**src/rtl/dlsc_axi_router_addr_arb_pkg.sv**
```systemverilog
// Shared helpers for the AXI router: address-to-sink match and round-robin pick.
package dlsc_axi_router_addr_arb_pkg;

  // Widest address and widest requester set the helpers accept.
  localparam int unsigned ADDR_MAX = 64;
  localparam int unsigned RR_MAX   = 32;
  localparam int unsigned RR_IDXW  = 5;

  // True when addr falls in the window described by base/mask.
  function automatic logic addr_match(
    input logic [ADDR_MAX-1:0] addr,
    input logic [ADDR_MAX-1:0] base,
    input logic [ADDR_MAX-1:0] mask
  );
    return (addr & mask) == base;
  endfunction

  // First set bit of req at or after ptr, wrapping within n requesters.
  function automatic logic [RR_IDXW-1:0] rr_pick(
    input logic [RR_MAX-1:0]  req,
    input int unsigned        n,
    input logic [RR_IDXW-1:0] ptr
  );
    logic [RR_IDXW-1:0] win;
    logic               found;
    logic [RR_IDXW:0]   idx;
    win   = '0;
    found = 1'b0;
    for (int i = 0; i < int'(RR_MAX); i++) begin
      idx = {1'b0, ptr} + (RR_IDXW+1)'(i);
      if (idx >= (RR_IDXW+1)'(n)) idx = idx - (RR_IDXW+1)'(n);
      if ((i < int'(n)) && !found && req[idx[RR_IDXW-1:0]]) begin
        win   = idx[RR_IDXW-1:0];
        found = 1'b1;
      end
    end
    return win;
  endfunction

endpackage

```
**src/rtl/dlsc_axi_router_addr_arb_rr.sv**
```systemverilog
// Round-robin arbiter: combinational grant from the pointer, pointer advances past each loaded winner.
module dlsc_axi_router_addr_arb_rr
  import dlsc_axi_router_addr_arb_pkg::*;
#(
  parameter int unsigned SOURCES  = 1,
  parameter int unsigned SOURCESB = 1
) (
  input  logic                clk,
  input  logic                rst,
  input  logic [SOURCES-1:0]  req,
  input  logic                load,
  output logic [SOURCESB-1:0] grant_c,
  output logic                grant_valid_c
);

  logic [SOURCESB-1:0] ptr_q;
  logic [SOURCESB-1:0] ptr_d;

  // Winner is the first requester at or after the pointer.
  always_comb begin
    grant_c       = SOURCESB'(rr_pick(RR_MAX'(req), SOURCES, RR_IDXW'(ptr_q)));
    grant_valid_c = |req;
  end

  // Next pointer: one past the winner on load, otherwise unchanged.
  always_comb begin
    ptr_d = ptr_q;
    if (load) begin
      if (grant_c == SOURCESB'(SOURCES - 1)) ptr_d = '0;
      else                                    ptr_d = grant_c + SOURCESB'(1);
    end
  end

  // Pointer register; with a single source it can only ever hold 0.
  always_ff @(posedge clk) begin
    if (!rst) ptr_q <= '0;
    else      ptr_q <= ptr_d;
  end

endmodule

```
**src/rtl/dlsc_axi_router_addr_arb.sv**
```systemverilog
// Address-channel arbiter/decoder: picks a master, decodes its sink, forwards the
// address and issues one {source, sink} command to the data-channel router.
module dlsc_axi_router_addr_arb
  import dlsc_axi_router_addr_arb_pkg::*;
#(
  parameter int unsigned             ADDR        = 32,
  parameter int unsigned             LEN         = 4,
  parameter int unsigned             SOURCES     = 1,
  parameter int unsigned             SOURCESB    = 1,
  parameter int unsigned             SINKS       = 1,
  parameter int unsigned             SINKSB      = 1,
  parameter logic [SINKS*ADDR-1:0]   BASES       = '0,
  parameter logic [SINKS*ADDR-1:0]   MASKS       = '0,
  parameter int unsigned             DECERR_SINK = 0
) (
  input  logic                    clk,
  input  logic                    rst,
  output logic [SOURCES-1:0]      source_ready,
  input  logic [SOURCES-1:0]      source_valid,
  input  logic [SOURCES*ADDR-1:0] source_addr,
  input  logic [SOURCES*LEN-1:0]  source_len,
  input  logic [SINKS-1:0]        sink_ready,
  output logic [SINKS-1:0]        sink_valid,
  output logic [ADDR-1:0]         sink_addr,
  output logic [LEN-1:0]          sink_len,
  output logic [SOURCESB-1:0]     sink_source,
  input  logic                    cmd_full,
  output logic                    cmd_push,
  output logic [SOURCESB-1:0]     cmd_source,
  output logic [SINKSB-1:0]       cmd_sink
);

  logic [SOURCESB-1:0] win;
  logic                win_valid;
  logic [ADDR-1:0]     win_addr;
  logic [LEN-1:0]      win_len;
  logic [SINKSB-1:0]   win_sink;
  logic                win_found;

  logic                cmd_pending;
  logic                addr_pending;
  logic [ADDR-1:0]     hold_addr;
  logic [LEN-1:0]      hold_len;
  logic [SOURCESB-1:0] hold_src;
  logic [SINKSB-1:0]   hold_sink;

  logic                addr_go;
  logic                addr_hs;
  logic                push;
  logic                free;
  logic                load;

  dlsc_axi_router_addr_arb_rr #(
    .SOURCES  (SOURCES),
    .SOURCESB (SOURCESB)
  ) u_rr (
    .clk           (clk),
    .rst           (rst),
    .req           (source_valid),
    .load          (load),
    .grant_c       (win),
    .grant_valid_c (win_valid)
  );

  // Steer the winning source's address and length.
  always_comb begin
    win_addr = '0;
    win_len  = '0;
    for (int i = 0; i < int'(SOURCES); i++) begin
      if (win == SOURCESB'(i)) begin
        win_addr = source_addr[i*ADDR +: ADDR];
        win_len  = source_len[i*LEN +: LEN];
      end
    end
  end

  // Decode: lowest matching window wins, unmatched goes to the error sink.
  always_comb begin
    win_sink  = SINKSB'(DECERR_SINK);
    win_found = 1'b0;
    for (int k = 0; k < int'(SINKS); k++) begin
      if (!win_found && addr_match(ADDR_MAX'(win_addr),
                                   ADDR_MAX'(BASES[k*ADDR +: ADDR]),
                                   ADDR_MAX'(MASKS[k*ADDR +: ADDR]))) begin
        win_sink  = SINKSB'(k);
        win_found = 1'b1;
      end
    end
  end

  // Handshake control; the address never goes out ahead of its command.
  always_comb begin
    push    = cmd_pending && !cmd_full;
    addr_go = addr_pending && (!cmd_pending || !cmd_full);
    for (int k = 0; k < int'(SINKS); k++) begin
      sink_valid[k] = addr_go && (hold_sink == SINKSB'(k));
    end
    addr_hs = |(sink_valid & sink_ready);
    free    = (!cmd_pending || push) && (!addr_pending || addr_hs);
    load    = rst && win_valid && free;
    for (int i = 0; i < int'(SOURCES); i++) begin
      source_ready[i] = rst && win_valid && free && (win == SOURCESB'(i));
    end
  end

  assign cmd_push    = push;
  assign cmd_source  = hold_src;
  assign cmd_sink    = hold_sink;
  assign sink_source = hold_src;
  assign sink_addr   = hold_addr;
  assign sink_len    = hold_len;

  // Single-entry holding register with independent command/address flags.
  always_ff @(posedge clk) begin
    if (!rst) begin
      cmd_pending  <= 1'b0;
      addr_pending <= 1'b0;
      hold_addr    <= '0;
      hold_len     <= '0;
      hold_src     <= '0;
      hold_sink    <= '0;
    end else begin
      if (push)    cmd_pending  <= 1'b0;
      if (addr_hs) addr_pending <= 1'b0;
      if (load) begin
        cmd_pending  <= 1'b1;
        addr_pending <= 1'b1;
        hold_addr    <= win_addr;
        hold_len     <= win_len;
        hold_src     <= win;
        hold_sink    <= win_sink;
      end
    end
  end

endmodule

```
**config.mk**
```make
export PLATFORM = sky130hd
export DESIGN_NAME = dlsc_axi_router_addr_arb
export DESIGN_NICKNAME = d
export VERILOG_FILES = /design/src/rtl/dlsc_axi_router_addr_arb_pkg.sv /design/src/rtl/dlsc_axi_router_addr_arb_rr.sv /design/src/rtl/dlsc_axi_router_addr_arb.sv
export SDC_FILE = /design/constraint.sdc
export NUM_CORES = 1
export LEC_CHECK = 0
export BUFFER_PORTS_ARGS = -buffer_cell sky130_fd_sc_hd__buf_2
export CORE_MARGIN = 5
export CORE_UTILIZATION = 48
export DETAILED_ROUTE_END_ITERATION = 7
export PLACE_DENSITY = 0.84
export RECOVER_POWER = 25
export SLEW_MARGIN = 15
export SYNTH_ARGS = -nofsm -noshare
export SYNTH_HDL_FRONTEND = slang
export SYNTH_HIERARCHICAL = 1
export SYNTH_SLANG_ARGS = --single-unit
```
**constraint.sdc**
```tcl
create_clock -name clk -period 3.1 [get_ports clk]
set_clock_uncertainty 0.1 [all_clocks]
set_input_delay 0.31 -clock clk [delete_from_list [all_inputs] [get_ports clk]]
set_output_delay 0.31 -clock clk [all_outputs]
set_load 0.02 [all_outputs]
```
==> results of run 1 <==
[power by group through the flow]
stage               registers [µW]  clock network, µW  logic (µW)
global route                   544                251         185
CTS                            540                234         170
finish                         540                226         167
floorplan                      581                  0        81.8
global placement               551                  0         167
detailed placement             551                  0         170
[worst paths after layout]
check | startpoint | endpoint | slack [ps] | depth (start not counted)
max | cmd_pending | source_ready | 1170 | 4
min | source_len[3] | sink_len[3] | 100 | 3
max reg2reg | addr_pending | sink_addr[1] | 1400 | 4
min reg2reg | sink_len[3] | sink_len[3] | 360 | 2
[stage by stage]
step           std cells  cell area, µm²
2_1_floorplan        179            1600
3_3_place_gp         294            2000
3_5_place_dp         294            2000
4_1_cts              300            2050
5_1_grt              300            2020
6_report             300            2020
[critical path, delay by kind of cell, from the launching register on]
family / cells / cell delay (ps)
AOI/OAI and AO/OA: 1 / 350
DFF: 1 / 340
and+or+nand+nor: 2 / 310
buffers and inverters: 1 / 180
[sequential cells by signal, summed over array words and instances, names as in the netlist]
signal        flops
addr_pending      1
sink_addr        32
sink_len          4
cmd_source        1
cmd_pending       1
[layout make-up]
type	instances	area, µm²
sequential	39	781
timing repair buffer	84	404
inverter	2	7.51
multi-input combinational	123	731
clock buffer	6	41.3
tap	46	57.6
fill	318	1260
[metal layers]
metal	up-vias	GRT usage, %	part of all wire, %
li1	713	-	-
met1	613	18.0	43
met2	53	28.6	47
met3	9	4.66	8.2
met4	0	7.59	2.2
met5	-	0	0
==> metrics.yaml, run 1 <==
cells_and_area:
  final_common_cell: "nand2_1"
  area_delta_synth_final_pct: 26.6
  drive_gt1_share_pct: 28.7
  post-route-util_pct: 61.6
  layout_common_cells: "nand2_1 (75), buf_2 (62), dfxtp_1 (39)"
  antennaDiodeCount: 0
  final_nets: 296
pwr:
  p_leak_uw: 0.00110
  swShare_pct: 27.8
  internal_power_uw: 674
  irDropWorstVdd_mv: 0.286
  finalPower_uw: 933
  pwr-share-seq_pct: 57.9
  p_sw_uw: 259
  p_comb_share_pct: 17.9
  pwr-share-clk_pct: 24.2
  cellPowerDensity_mw_per_mm2: 461
cts:
  cts_inserted_buffers: 5
  htreeDepth: 2
  clk_latency_ps: 330
  root_buffer: "clkbuf_4"
  ctsHoldBuffers: 0
  clk_pin_slew_ps: 100
  clock-sinks: 39
  cts_resized: 0
  cts_buffer_depth: 2
  cts_setup_buffers: 0
  cts_tree: "yes"
logic_synthesis:
  ys_warn_count: 6
  avgSynthCellArea_um2: 8.92
  synthCells: 179
  syn_area_mm2: 0.00160
  syn_nets: 220
sta:
  rsz0062_at_grt: "no"
  hold_ws_ps: 104
  hold_viol_final: 0
  tightest_slew_ps: 622
  slew_headroom_pct: 58.5
  setup_viol: 0
  fin_tns_setup_ps: 0
  worst_slack_ps: 1170
  period_needed_ps: 1930
  fin_crit_sh_pct: 62.4
  max_freq_mhz: 517
  maxSlewViolCount: 0
detailed_routing:
  drtIter0Drc: 78
  avgRoutedWirePerCell_um: 11.8
  via_per_inst: 4.63
  wirelength_um: 3540
  drc: 0
  ant_nets: 0
  first_pass_iters: 4
  vias: 1388
place:
  dp_slack_ps: 1330
  io_buffers: 81
  hpwl_um: 2550
  place_congestion: 0.680
floorplanning:
  ios: 83
  die-area_mm2: 0.00458
  die_y_um: 67.7
  core_area_mm2: 0.00328
  initial_core_util_pct: 48.6
  rows: 21
  die_w_um: 67.7
global_route:
  grt_pass1_vias: 1362
  grt_overflow_total: 0
  grt_max_degree: 41
  grt_first_pass_wirelength_um: 5670
  antenna_found_initial: 0
  grtUsageTotal_pct: 16.3
critical_path:
  critPathMaxStageDelay_ps: 350
  critPathCaptureType: "output pin"
  crit_arrival_ps: 1520
  crit_fanout: 15
  critPathKind: "reg -> out"
  path_cells: "nand2_1 > o2111ai_4 > nor2_1 > buf_2"
  start_kind: "register"
  worstPathRequired_ps: 2690
  cp_slowest_cell: "o2111ai_4"
status:
  status: "finished clean"
hold_path:
  hold_class: "in -> reg"
run:
  drv_cap: 0
No activity file was read; power rests on OpenSTA's default activity.
==> run 2: changes to the inputs <==
Settings changed: CORE_UTILIZATION 48 to 44, PLACE_DENSITY 0.84 to 0.78.
Clock period 3.1 ns to 2 ns, I/O delays scaled along.
==> run 2 against run 1 <==
Utilization rose by 7.7 points; die area rose by 7.7%; register-to-register slack got worse by 1000 ps; flip-flop and latch count unchanged; sequential power is 55% higher; largest cell class unchanged; non-clock buffer count is 35 higher; combinational power increased by 88%; critical endpoint unchanged; sequential share of layout area down 5.6 points; setup slack worse by 920 ps; clock-buffer cell count unchanged.
==> metrics.yaml, run 2 (synthesized netlist as in run 1, its figures left out) <==
status:
  status: "finished clean"
sta:
  setup_viol: 0
  hold_viol_final: 0
  max_freq_mhz: 570
  tightest_slew_ps: 562
  period_needed_ps: 1750
  maxSlewViolCount: 0
  slew_headroom_pct: 62.5
  fin_crit_sh_pct: 87.6
  rsz0062_at_grt: "no"
  fin_tns_setup_ps: 0
floorplanning:
  die_y_um: 70.2
  die-area_mm2: 0.00493
  rows: 21
  die_w_um: 70.2
  ios: 83
  core_area_mm2: 0.00342
  initial_core_util_pct: 46.7
detailed_routing:
  drtIter0Drc: 73
  vias: 1535
  wirelength_um: 4370
  drc: 0
  via_per_inst: 4.57
  first_pass_iters: 4
  avgRoutedWirePerCell_um: 13.0
  ant_nets: 0
pwr:
  irDropWorstVdd_mv: 0.439
  p_comb_share_pct: 20.1
  pwr-share-seq_pct: 53.7
  cellPowerDensity_mw_per_mm2: 658
  swShare_pct: 27.7
  internal_power_uw: 1130
  p_sw_uw: 433
  p_leak_uw: 0.00127
  pwr-share-clk_pct: 26.2
  finalPower_uw: 1560
critical_path:
  critPathKind: "reg -> out"
  start_kind: "register"
  cp_slowest_cell: "o2111ai_1"
  critPathMaxStageDelay_ps: 490
  path_cells: "inv_1 > o2111ai_1 > nor2_1 > buf_2"
  crit_arrival_ps: 1450
  critPathCaptureType: "output pin"
  worstPathRequired_ps: 1700
  crit_fanout: 6
global_route:
  grt_first_pass_wirelength_um: 7390
  grtUsageTotal_pct: 18.9
  grt_overflow_total: 0
  antenna_found_initial: 0
  grt_pass1_vias: 1624
  grt_max_degree: 34
cts:
  clock-sinks: 39
  cts_setup_buffers: 0
  clk_pin_slew_ps: 110
  cts_tree: "yes"
  htreeDepth: 2
  root_buffer: "clkbuf_4"
  cts_resized: 0
  cts_inserted_buffers: 5
  cts_buffer_depth: 2
  clk_latency_ps: 340
place:
  hpwl_um: 2710
  io_buffers: 81
  place_congestion: 0.764
cells_and_area:
  antennaDiodeCount: 0
  final_nets: 331
  largest_reg_flops: 32
  drive_gt1_share_pct: 26.6
  layout_common_cells: "nand2_1 (75), buf_2 (64), dfxtp_1 (39)"
  final_common_cell: "nand2_1"
  area_delta_synth_final_pct: 48.3
hold_path:
  hold_class: "in -> reg"
run:
  drv_cap: 0
run 2: final cells by class:
type	instances	area [µm²]
Tap cell	46	57.6
Inverter	2	7.51
Multi-Input combinational cell	123	713
Sequential cell	39	781
Fill cell	278	1050
Clock inverter	1	5.00
Timing Repair Buffer	119	752
Clock buffer	6	51.3
run 2: final timing paths:
kind	from	end	slack (ps)	depth (start not counted)
setup / recovery	addr_pending	source_ready	250	4
hold / removal	source_addr[20]	sink_addr[20]	10	3
setup reg to reg	addr_pending	sink_addr[14]	360	4
hold reg to reg	sink_addr[26]	sink_addr[26]	370	2
run 2: worst max-delay path: cells and delay by family (launching register included):
family | cells | cell delay (ps)
AO/OA/AOI/OAI | 1 | 490
buffers and inverters | 2 | 230
flip-flops | 1 | 320
AND/OR/NAND/NOR | 1 | 70
run 2: power groups by stage:
| stage | clock, µW | sequential, µW | combinational (µW) |
|---|---|---|---|
| after floorplan | 0 | 901 | 127 |
| after global placement | 0 | 854 | 264 |
| after detailed placement | 0 | 854 | 268 |
| after CTS | 422 | 837 | 317 |
| after global routing | 458 | 843 | 343 |
| final | 408 | 837 | 314 |
run 2: timing repair:
action | in CTS | in global routing
setup endpoints to repair | 0 | 0
hold endpoints to repair | 33 | 0
hold buffers | 33 | 0
run 2: through the flow:
step	util (%)	cells	setup WS (ps)	area, µm²	hold WS [ps]
global placement	59.1	296	662	2020	343
CTS	70.4	336	380	2410	1.72
detailed placement	59.1	296	627	2020	351
floorplan	-	179	651	1600	239
finish	69.3	336	247	2370	14.2
global route	69.3	336	162	2370	7.78
run 2: per-layer routing:
metal | part of all wire, % | GRT usage (%) | up-vias | wire (µm)
met5 | 0 | 0 | - | 0
met4 | 1.7 | 6.38 | 0 | 74
met3 | 8.7 | 9.04 | 7 | 382
met2 | 47 | 32.1 | 68 | 2040
met1 | 43 | 20.4 | 675 | 1870
li1 | - | - | 785 | -
